## src/rtl/psum_shift_accum.sv

```systemverilog
// Shift-accumulates PE partial sums over bit-plane pairs and channel tiles into one signed dot product per pixel.
// Latency: result and o_Valid appear on the edge that takes the last sample; IDLE again one cycle later.
// Backpressure: none; i_Valid-low cycles in ACCUM stall all state, and no ready is returned upstream.
module psum_shift_accum #(
    parameter int BITS_PSUM = 10,
    parameter int BITS_ACC  = 32,
    parameter int BITS_PREC = 4,
    parameter int BITS_TILE = 8
) (
    input  logic                        CLK,
    input  logic                        RSTN,
    input  logic                        i_Start,
    input  logic [BITS_PREC-1:0]        i_ActBits,
    input  logic [BITS_PREC-1:0]        i_WBits,
    input  logic [BITS_TILE-1:0]        i_NumTiles,
    input  logic                        i_Valid,
    input  logic signed [BITS_PSUM-1:0] i_PSUM,
    output logic                        o_Busy,
    output logic                        o_Valid,
    output logic signed [BITS_ACC-1:0]  o_Result,
    output logic                        o_Overflow
);

    typedef enum logic [1:0] {IDLE, ACCUM, DONE} state_t;

    state_t state, state_nxt;

    logic [2:0]                 a_cnt, w_cnt, a_max, w_max;
    logic [BITS_TILE-1:0]       t_cnt, t_max;
    logic signed [BITS_ACC-1:0] acc;
    logic signed [BITS_ACC-1:0] psum_ext, addend;
    logic [3:0]                 shift;
    logic [BITS_ACC:0]          sum_wide;
    logic                       take, last, start;

    // Precision field -> max counter value; 0 behaves as 1, anything above 8 as 8.
    function automatic logic [2:0] prec_max(input logic [BITS_PREC-1:0] p);
        int unsigned pv;
        pv = 32'(p);
        if (pv == 0)
            return 3'd0;
        else if (pv > 8)
            return 3'd7;
        else
            return 3'(pv - 1);
    endfunction

    assign start    = (state == IDLE) && i_Start;
    assign take     = (state == ACCUM) && i_Valid;
    assign last     = take && (a_cnt == a_max) && (w_cnt == w_max) && (t_cnt == t_max);
    assign shift    = {1'b0, a_cnt} + {1'b0, w_cnt};
    assign psum_ext = {{(BITS_ACC-BITS_PSUM){i_PSUM[BITS_PSUM-1]}}, i_PSUM};
    assign addend   = psum_ext <<< shift;
    // One extra bit so a signed overflow shows up as differing top two bits.
    assign sum_wide = {acc[BITS_ACC-1], acc} + {addend[BITS_ACC-1], addend};

    always_ff @(posedge CLK) begin
        if (!RSTN)
            state <= IDLE;
        else
            state <= state_nxt;
    end

    always_comb begin
        state_nxt = state;
        o_Busy    = 1'b0;
        o_Valid   = 1'b0;
        case (state)
            IDLE:  if (i_Start) state_nxt = ACCUM;
            ACCUM: begin
                o_Busy = 1'b1;
                if (last) state_nxt = DONE;
            end
            DONE: begin
                o_Valid   = 1'b1;
                state_nxt = IDLE;
            end
            default: state_nxt = IDLE;
        endcase
    end

    always_ff @(posedge CLK) begin
        if (!RSTN) begin
            a_cnt      <= '0;
            w_cnt      <= '0;
            t_cnt      <= '0;
            a_max      <= '0;
            w_max      <= '0;
            t_max      <= '0;
            acc        <= '0;
            o_Result   <= '0;
            o_Overflow <= 1'b0;
        end else if (start) begin
            a_max      <= prec_max(i_ActBits);
            w_max      <= prec_max(i_WBits);
            t_max      <= i_NumTiles;
            a_cnt      <= '0;
            w_cnt      <= '0;
            t_cnt      <= '0;
            acc        <= '0;
            o_Overflow <= 1'b0;
        end else if (take) begin
            acc <= sum_wide[BITS_ACC-1:0];
            if (sum_wide[BITS_ACC] != sum_wide[BITS_ACC-1])
                o_Overflow <= 1'b1;
            if (last)
                o_Result <= sum_wide[BITS_ACC-1:0];
            if (a_cnt == a_max) begin
                a_cnt <= '0;
                if (w_cnt == w_max) begin
                    w_cnt <= '0;
                    t_cnt <= (t_cnt == t_max) ? '0 : t_cnt + 1'b1;
                end else begin
                    w_cnt <= w_cnt + 1'b1;
                end
            end else begin
                a_cnt <= a_cnt + 1'b1;
            end
        end
    end

endmodule

```

## config.mk

```make
export PLATFORM = sky130hd
export DESIGN_NAME = psum_shift_accum
export DESIGN_NICKNAME = d
export VERILOG_FILES = /design/src/rtl/psum_shift_accum.sv
export SDC_FILE = /design/constraint.sdc
export NUM_CORES = 1
export LEC_CHECK = 0
export ABC_AREA = 0
export BUFFER_PORTS_ARGS = -buffer_cell sky130_fd_sc_hd__clkbuf_2
export CAP_MARGIN = 30
export CORE_MARGIN = 2
export CORE_UTILIZATION = 40
export CTS_BUF_LIST = sky130_fd_sc_hd__clkbuf_16
export CTS_CLUSTER_SIZE = 14
export DETAILED_ROUTE_END_ITERATION = 7
export SLEW_MARGIN = 20
export SYNTH_ARGS = -nofsm -noshare
export SYNTH_HDL_FRONTEND = slang
export SYNTH_SLANG_ARGS = --single-unit
export TNS_END_PERCENT = 100
```

## constraint.sdc

```tcl
create_clock -name CLK -period 8.4 [get_ports CLK]
set_input_delay 0 -clock CLK [delete_from_list [all_inputs] [get_ports CLK]]
set_output_delay 0 -clock CLK [all_outputs]
set_load 0.01 [all_outputs]
```

==> results of run 1 <==
## cell families after synthesis
family	count (synthesis)	share of synthesized area, %
simple gates	270	20.06
fa+ha+maj	45	9.429
mux	21	3.577
compound gates	234	24.61
xor+xnor	48	6.948
flops	95	31.43
buf+inv	59	3.949
## synthesized netlist by cell type, drive strengths merged, types with 11 or more instances
cell type	number
nand4	14
a22o	16
clkbuf	26
dfxtp	95
mux2i	16
o21ai	59
xnor2	23
a21oi	84
nor2	58
ha	40
nand3	21
inv	22
a21o	12
buf	11
nand2	129
xor2	25
## final cells by class
class,count,area (um2)
inverter,22,82.58
tap,184,230.2
clock inverter,7,91.34
multi-input combinational,618,3913
clock buffer,9,225.2
timing repair buffer,81,481.7
sequential,95,1902
fill,1451,7719
## stage by stage
stage | setup WS [ns] | hold WS [ns] | utilization (%) | instance area [um2]
3_3_place_gp | 3.724 | 0.2206 | 44.11 | 6460
3_5_place_dp | 3.638 | 0.2222 | 44.21 | 6474
6_report | 3.583 | 0.001221 | 47.29 | 6925
2_1_floorplan | 4.353 | 0.1328 | - | 6051
5_1_grt | 3.228 | 0.05160 | 47.29 | 6925
4_1_cts | 3.612 | 0.002285 | 47.12 | 6900
## per-layer routing
layer | global-route usage, % | share of wire, % | vias up
li1 | - | - | 2877
met1 | 28.31 | 46 | 2769
met2 | 38.30 | 48 | 152
met3 | 3.727 | 4.1 | 34
met4 | 7.369 | 2.3 | 0
met5 | 0 | 0 | -
## power groups by stage
stage | sequential (mW) | combinational, mW | clock (mW)
floorplan | 0.488 | 0.165 | 0
global placement | 0.490 | 0.224 | 0
detailed placement | 0.491 | 0.229 | 0
CTS | 0.480 | 0.235 | 0.448
global route | 0.482 | 0.261 | 0.469
finish | 0.480 | 0.236 | 0.440
## repair_timing
item	4_1_cts	5_1_grt
hold endpoints to repair	11	0
hold buffers	11	0
setup endpoints to repair	0	0
## state kept, by name (all words and copies together), names as in the netlist, 3 cells and up
| name | count |
|---|---|
| o_Result | 32 |
| w_cnt | 3 |
| a_max | 3 |
| acc | 32 |
| t_max | 8 |
| w_max | 3 |
| t_cnt | 8 |
| a_cnt | 3 |
## final timing paths
path                 end  slack, ns
max              acc[26]       3.58
min             a_max[0]      0.001
max reg2reg      acc[26]       3.58
min reg2reg  o_Result[0]       0.45
## worst register-to-register path, cell delays in order, from the launching register on
cell	delay (ns)
dfxtp_1	0.42
ha_1	0.20
inv_1	0.06
fa_1	0.91
mux2_2	0.42
o21ai_0	0.30
o21ai_0	0.16
nand2_1	0.09
o31ai_1	0.08
ha_1	0.39
o21ai_0	0.17
a21oi_1	0.09
o41ai_1	0.59
o31ai_2	0.27
a21boi_1	0.22
xor2_1	0.22
o21ai_0	0.11
==> flow_summary.ini, run 1 <==
[power]
sequentialPowerShare_pct = 41.5
power_switching_mw = 0.3646
combPwrFrac_pct = 20.4
irDropWorstVdd_v = 0.0001012
power.density_nw_per_um2 = 167.0
internal_power_mw = 0.7922
power_leakage_nw = 2.990
switching_share_pct = 31.52
total_power_mw = 1.157
clkPwrFrac_pct = 38.1

[route]
drt_iter0_markers = 311
wl_per_cell_um = 17.47
vias_per_cell = 5.740
wl_mm = 17.75
num_vias = 5832
antenna_left = 0
drc = 0
drt_pre_antenna_iters = 5

[setup_path]
path_class = flop to flop
cp.depth = 16
path_max_fanout = 13
ff2ff_path_depth = 16
worst-path-buf-inv = 1
startpoint = w_cnt[0]
slowest_stage = fa_1
slowest_delay_ns = 0.91
r2r_start = w_cnt[0]
crit_top_cell = o21ai_0
worst_ep_required_time_ns = 8.63
critPathTopFamily = compound AO/OA/AOI/OAI gates
endpoint_kind = flop
critPathLaunchType = flop
arrival_ns = 5.05
path_cells = ha_1, inv_1, fa_1, mux2_2, o21ai_0, o21ai_0, nand2_1, o31ai_1, ha_1, o21ai_0, a21oi_1, o41ai_1, o31ai_2, a21boi_1, xor2_1, o21ai_0

[clocking]
cts_tree = yes
clk_pin_slew_ns = 0.07
root_buffer = clkbuf_16
htree_levels = 3
cts.sinks = 95
cts_buffers = 9
clk_latency_ns = 0.36
post_cts_resized = 0
postCtsSetupBuffers = 0
clock_path_buffers = 2

[sta]
fin_skew_ns = 0.008786
fin_crit_sh_pct = 57.35
fmax_mhz = 207.6
setup_violations = 0
slew_viol_final = 0
setup_tns_ns = 0
tightest_slew_ns = 0.8880
final-hold-violation-count = 0
min_period_ns = 4.817
rsz0062_at_grt = no
slew_headroom_pct = 40.80

[global_routing]
antenna_found_initial = 0
grt_pass1_vias = 5554
grt_max_degree = 26
grt_pass1_wl_mm = 28.59
grt_usage_pct = 22.22
overflow = 0

[hold_path]
hold_start = i_ActBits[0]
hp-class = primary input to flop
holdPathStages = 4

[placed_design]
io_buffers = 64
dp_cells = 986
gp_congestion = 0.9343
hpwl_mm = 13.44

[layout]
fin_cells = 1016
drive_gt1_share_pct = 13.22
final_cell_mix = nand2_1 (129), dfxtp_1 (95), a21oi_1 (80), clkbuf_2 (65), nor2_1 (57)
synthToLayoutAreaGrowth_pct = 14.45
layout_commonest_cell = nand2_1
antenna_cells = 0
num-nets-final = 899

[synth]
synth.top_cell.area_share_pct = 31.43
syn-cell-area_um2 = 6051
synthDistinctLibCells = 65
async_flop_share_pct = 0
synth_edf_count = 0
ys_ff_latch = 95
syn-num-nets = 844
synthCells = 772
syn_avg_cell_area_um2 = 7.838
synth_seq_area_share_pct = 31.43
synthTopCellsByArea = dfxtp_1 (31%), ha_1 (8.3%), nand2_1 (8.0%)
synth.largest_area_cell = dfxtp_1
synth_warnings = 0
synth_ff_type = dfxtp_1

[run]
drv_cap = 0

[die]
ioPinCount = 65
die_w_um = 127.0
die_h_um = 127.0
start_util_pct = 41.32
rows = 44
core-area_um2 = 14640
dieArea_um2 = 16130

[status]
status = complete, no violations
Power figures use the tool's default switching activity.
==> run 2: changes to the inputs <==
==> constraint.sdc (replaced) <==
create_clock -name CLK -period 4.2 [get_ports CLK]
set_input_delay 0 -clock CLK [delete_from_list [all_inputs] [get_ports CLK]]
set_output_delay 0 -clock CLK [all_outputs]
set_load 0.01 [all_outputs]
==> run 2 against run 1 <==
Highest routed layer unchanged. Maximum frequency increased by 17%. Critical endpoint unchanged. Critical path depth increased by 4. Non-clock buffer count increased by 64. Sequential power increased by 100%. Register-to-register slack got worse by 3.5 ns.
==> flow_summary.ini, run 2 (synthesis results as in run 1) <==
[power]
power_leakage_nw = 3.339
power_switching_mw = 0.7830
sequentialPowerShare_pct = 39.1
power.density_nw_per_um2 = 309.7
clkPwrFrac_pct = 36.3
internal_power_mw = 1.673
combPwrFrac_pct = 24.6
switching_share_pct = 31.88
irDropWorstVdd_v = 0.0002257

[layout]
final_area_um2 = 7929
final_cell_mix = nand2_1 (127), dfxtp_1 (93), a21oi_1 (65), clkbuf_2 (64), buf_4 (62)
layout_commonest_cell = nand2_1
num-nets-final = 963
antenna_cells = 0
synthToLayoutAreaGrowth_pct = 31.04
drive_gt1_share_pct = 26.90
top_regs = acc (32), o_Result (32)

[die]
dieArea_um2 = 16130
rows = 44
core-area_um2 = 14640
ioPinCount = 65
start_util_pct = 41.32
die_w_um = 127.0
die_h_um = 127.0

[placed_design]
dpl_cell_area_um2 = 6828
gp_congestion = 0.9640
hpwl_mm = 14.03
io_buffers = 64
post-place-ws_ns = -0.1578

[setup_path]
arrival_ns = 4.36
slowest_stage = fa_2
cp.depth = 20
critPathTopFamily = adder cells
slowest_delay_ns = 0.65
path_max_fanout = 5
endpoint_kind = flop
path_class = flop to flop
path_cells = ha_4, inv_1, fa_2, buf_6, mux2_4, nand2_1, o21ai_2, mux2i_2, o21ai_1, ha_1, buf_4, o21ai_2, a21oi_2, o41ai_2, buf_4, o31ai_4, buf_6, a21boi_4, xor2_2, o21ai_1
worst_ep_required_time_ns = 4.43
critPathLaunchType = flop
worst-path-buf-inv = 5
ff2ff_path_depth = 20

[global_routing]
grtUsageMet3_pct = 3.559
top_usage_layer = met2
met1_usage_pct = 28.74
grt_max_degree = 25
grt_usage_pct = 22.90
antenna_found_initial = 0
overflow = 0
grt_pass1_wl_mm = 29.55
met2_usage_pct = 40.54
grt_pass1_vias = 5835

[sta]
setup_tns_ns = 0
fmax_mhz = 242.2
slew_viol_final = 0
min_period_ns = 4.128
slew_headroom_pct = 44.78
tightest_slew_ns = 0.8263
setup_violations = 0
setup_ws_ns = 0.07156
fin_skew_ns = 0.007028
fin_crit_sh_pct = 98.30
rsz0062_at_grt = yes
final-hold-violation-count = 0

[route]
antenna_left = 0
drt_iter0_markers = 280
drt_pre_antenna_iters = 5
drc = 0
num_vias = 6024
vias_per_cell = 5.578
wl_mm = 18.84
wl_per_cell_um = 17.44

[run]
drv_cap = 0

[clocking]
root_buffer = clkbuf_16
clk_pin_slew_ns = 0.07
clock_path_buffers = 2
cts_buffers = 9
htree_levels = 3
cts_tree = yes
clk_latency_ns = 0.36
cts.sinks = 95

[status]
status = complete, no violations

[hold_path]
holdPathStages = 4
hp-class = primary input to flop
run 2: changes by cell type in the layout (fill, tap and decap cells not counted), moves of 4 or more:
cell,before,now
mux2i_4,0,7
buf_4,2,62
ha_1,40,31
ha_4,0,5
a21oi_2,4,15
buf_6,1,5
o21ai_0,52,37
a21oi_4,0,4
a21oi_1,80,65
mux2i_1,16,7
o21ai_1,5,14
o21ai_2,2,8
ha_2,0,4
run 2: final cells by class:
type / instances / area (um2)
Clock buffer: 9 / 225.2
Clock inverter: 7 / 102.6
Fill cell: 1399 / 6715
Inverter: 22 / 82.58
Multi-Input combinational cell: 618 / 4384
Sequential cell: 95 / 1907
Tap cell: 184 / 230.2
Timing Repair Buffer: 145 / 997.2
run 2: power groups by stage:
stage / sequential (mW) / combinational [mW] / clock (mW)
2_1_floorplan: 0.977 / 0.330 / 0
3_3_place_gp: 0.980 / 0.490 / 0
3_5_place_dp: 0.980 / 0.499 / 0
4_1_cts: 0.959 / 0.520 / 0.911
5_1_grt: 0.965 / 0.660 / 0.948
6_report: 0.960 / 0.604 / 0.892
run 2: path summary, 6_finish.rpt:
path,from,endpoint,slack [ns]
max,a_cnt[0],acc[26],0.07
min,i_WBits[2],w_max[2],0.003
max reg2reg,a_cnt[0],acc[26],0.07
min reg2reg,o_Result[3],o_Result[3],0.45
run 2: per-layer routing:
metal  wire length (um)  share of wire, %
met1               8344                44
met2               9434                50
met3                603               3.2
met5                  0                 0
met4                455               2.4
run 2: worst reg2reg max path: stages (launching register included):
cell and delay, ns:
dfxtp_4 0.37, ha_4 0.13, inv_1 0.05, fa_2 0.65, buf_6 0.13, mux2_4 0.30
nand2_1 0.09, o21ai_2 0.09, mux2i_2 0.22, o21ai_1 0.10, ha_1 0.36, buf_4 0.15
o21ai_2 0.05, a21oi_2 0.09, o41ai_2 0.38, buf_4 0.21, o31ai_4 0.07, buf_6 0.14
a21boi_4 0.16, xor2_2 0.17, o21ai_1 0.09
run 2: timing repair:
item | CTS | global route
gates resized for setup | 12 | 102
hold endpoints to repair | 10 | 0
setup buffers | 4 | 15
pin swaps | 7 | 38
hold buffers | 11 | 0
setup endpoints to repair | 21 | 43
run 2: stage by stage:
step | hold WS, ns | std cells | total power, mW | utilization, %
floorplan | 0.1328 | 772 | 1.307 | -
global placement | 0.2193 | 1031 | 1.469 | 46.47
global route | 0.05134 | 1080 | 2.573 | 54.14
finish | 0.002777 | 1080 | 2.456 | 54.14
CTS | 0.001152 | 1064 | 2.390 | 50.16
detailed placement | 0.2231 | 1033 | 1.479 | 46.63
==> run 3: changes to the inputs <==
--- a/config.mk
+++ b/config.mk
@@ -13,6 +13,7 @@
 export CTS_BUF_LIST = sky130_fd_sc_hd__clkbuf_16
 export CTS_CLUSTER_SIZE = 14
 export DETAILED_ROUTE_END_ITERATION = 7
+export REMOVE_ABC_BUFFERS = 1
 export SLEW_MARGIN = 20
 export SYNTH_ARGS = -nofsm -noshare
 export SYNTH_HDL_FRONTEND = slang
==> run 3 against run 2 <==
Sequential power is essentially flat. Highest routed layer unchanged. Clock-buffer cell count did not move. Register-to-register slack got worse by 0.07 ns. Largest power group unchanged. Via count grew 2.3%. Critical path type unchanged. Clock skew barely moved. Core utilization fell by 0.77 points. Global-route usage is 0.60 points lower. Clock power shrank 7.5%.
==> flow_summary.ini, run 3 (synthesis results as in run 1) <==
[setup_path]
worst_ep_required_time_ns = 4.44
critPathLaunchType = flop
path_class = flop to flop
endpoint_kind = flop
ff2ff_setup_slack_ns = 0.006
path_max_fanout = 5
crit_end = o_Result[23]
arrival_ns = 4.44
startpoint = w_cnt[0]
r2r-end = o_Result[23]
r2r_start = w_cnt[0]
ff2ff_path_depth = 20

[layout]
num-nets-final = 976
layout_commonest_cell = nand2_1
final_cell_mix = nand2_1 (129), dfxtp_1 (93), buf_4 (81), a21oi_1 (70), clkbuf_2 (64)
multi_input_area_um2 = 4245
drive_gt1_share_pct = 26.40
fillers = 1407
top_regs = acc (32), o_Result (32)
antenna_cells = 0
seqCellArea_um2 = 1904
synthToLayoutAreaGrowth_pct = 29.18

[clocking]
root_buffer = clkbuf_16
clk_latency_ns = 0.36
cts_tree = yes
clock_path_buffers = 2
htree_levels = 3
cts.sinks = 95
cts_buffers = 9
clk_pin_slew_ns = 0.07

[global_routing]
grt_usage_pct = 22.30
grt_pass1_vias = 5863
top_usage_layer = met2
antenna_found_initial = 0
grt_pass1_wl_mm = 29.04
grt_max_degree = 25
met1_usage_pct = 28.29
overflow = 0
met2_usage_pct = 39.56
grtUsageMet3_pct = 2.722

[power]
total_power_mw = 2.383
combPwrFrac_pct = 25.1
power_switching_mw = 0.7788
sequentialPowerShare_pct = 40.3
power.density_nw_per_um2 = 304.8
power_leakage_nw = 3.358
clkPwrFrac_pct = 34.6
switching_share_pct = 32.69
internal_power_mw = 1.604
irDropWorstVdd_v = 0.0002076

[route]
antenna_left = 0
num_vias = 6165
vias_per_cell = 5.640
drt_pre_antenna_iters = 5
wl_per_cell_um = 16.95
drc = 0
wl_mm = 18.53
drt_iter0_markers = 308

[run]
drv_cap = 0

[sta]
slew_headroom_pct = 41.73
min_period_ns = 4.194
fmax_mhz = 238.4
setup_violations = 0
slew_viol_final = 0
fin_crit_sh_pct = 99.87
setup_tns_ns = 0
rsz0062_at_grt = yes
fin_skew_ns = 0.007084
final-hold-violation-count = 0
tightest_slew_ns = 0.8720

[status]
status = complete, no violations

[placed_design]
gp_congestion = 1.021
hpwl_mm = 13.58
io_buffers = 64

[die]
dieArea_um2 = 16130
ioPinCount = 65
core-area_um2 = 14640
die_w_um = 127.0
die_h_um = 127.0
start_util_pct = 41.32
rows = 44

[hold_path]
hp-class = primary input to flop
-- run 3: stage by stage --
| step | util (%) | setup slack (ns) | hold slack (ns) | std cells | cell area [um2] |
|---|---|---|---|---|---|
| 2_1_floorplan | - | 0.09044 | 0.1329 | 735 | 5894 |
| 3_3_place_gp | 47.04 | -0.09057 | 0.2207 | 1042 | 6888 |
| 3_5_place_dp | 47.05 | -0.1306 | 0.2224 | 1042 | 6890 |
| 4_1_cts | 50.34 | -0.02492 | 0.008603 | 1072 | 7372 |
| 5_1_grt | 53.37 | -0.1332 | 0.05159 | 1093 | 7816 |
| 6_report | 53.37 | 0.005513 | 0.01538 | 1093 | 7816 |
-- run 3: critical path, stage by stage, from the launching register on --
cell and delay [ns]:
dfxtp_2 0.36, ha_4 0.14, inv_2 0.03, fa_2 0.55, buf_6 0.15, buf_8 0.15
mux2i_4 0.24, nand2_1 0.09, o21ai_2 0.08, buf_4 0.14, nor2_1 0.03, nor3_1 0.17
a21oi_1 0.09, ha_1 0.42, and3_4 0.23, a221oi_4 0.39, buf_4 0.19, a21oi_4 0.08
o21ai_2 0.18, mux2i_1 0.09, a311o_1 0.27
-- run 3: area by class of cell --
| cell class | count | area share (%) |
|---|---|---|
| sequential | 95 | 24.36 |
| inverter | 22 | 1.057 |
| tap | 184 | 2.945 |
| multi-input combinational | 618 | 54.31 |
| clock inverter | 7 | 0.8804 |
| clock buffer | 9 | 2.881 |
| timing repair buffer | 158 | 13.56 |
-- run 3: how the worst min path moves through the flow --
stage	start	to	slack (ns)	depth (start not counted)
3_3_place_gp	i_NumTiles[3]	t_max[3]	0.22	2
6_report	i_WBits[2]	w_max[2]	0.02	4
2_1_floorplan	i_NumTiles[0]	t_max[0]	0.13	1
3_5_place_dp	i_NumTiles[7]	t_max[7]	0.22	2
5_1_grt	i_ActBits[0]	a_max[0]	0.05	4
4_1_cts	i_WBits[2]	w_max[2]	0.009	4
-- run 3: what timing repair did --
item / in CTS / in global routing
hold buffers: 10 / 0
setup endpoints to repair: 14 / 43
endpoints found under the hold margin: 11 / 0
gates cloned: 0 / 1
pin swaps: 5 / 41
buffers inserted: 4 / 20
resized for setup: 12 / 70
-- run 3: power by group through the flow --
stage | clock [mW] | combinational [mW] | sequential, mW
2_1_floorplan | 0 | 0.319 | 0.977
3_3_place_gp | 0 | 0.504 | 0.979
3_5_place_dp | 0 | 0.515 | 0.980
4_1_cts | 0.836 | 0.536 | 0.959
5_1_grt | 0.876 | 0.649 | 0.964
6_report | 0.825 | 0.598 | 0.960
-- run 3: per-layer routing --
metal  up-vias  share of wire [%]
li1       3022                  -
met1      2936                 46
met2       178                 48
met3        29                4.0
met4         0                2.3
met5         -                  0
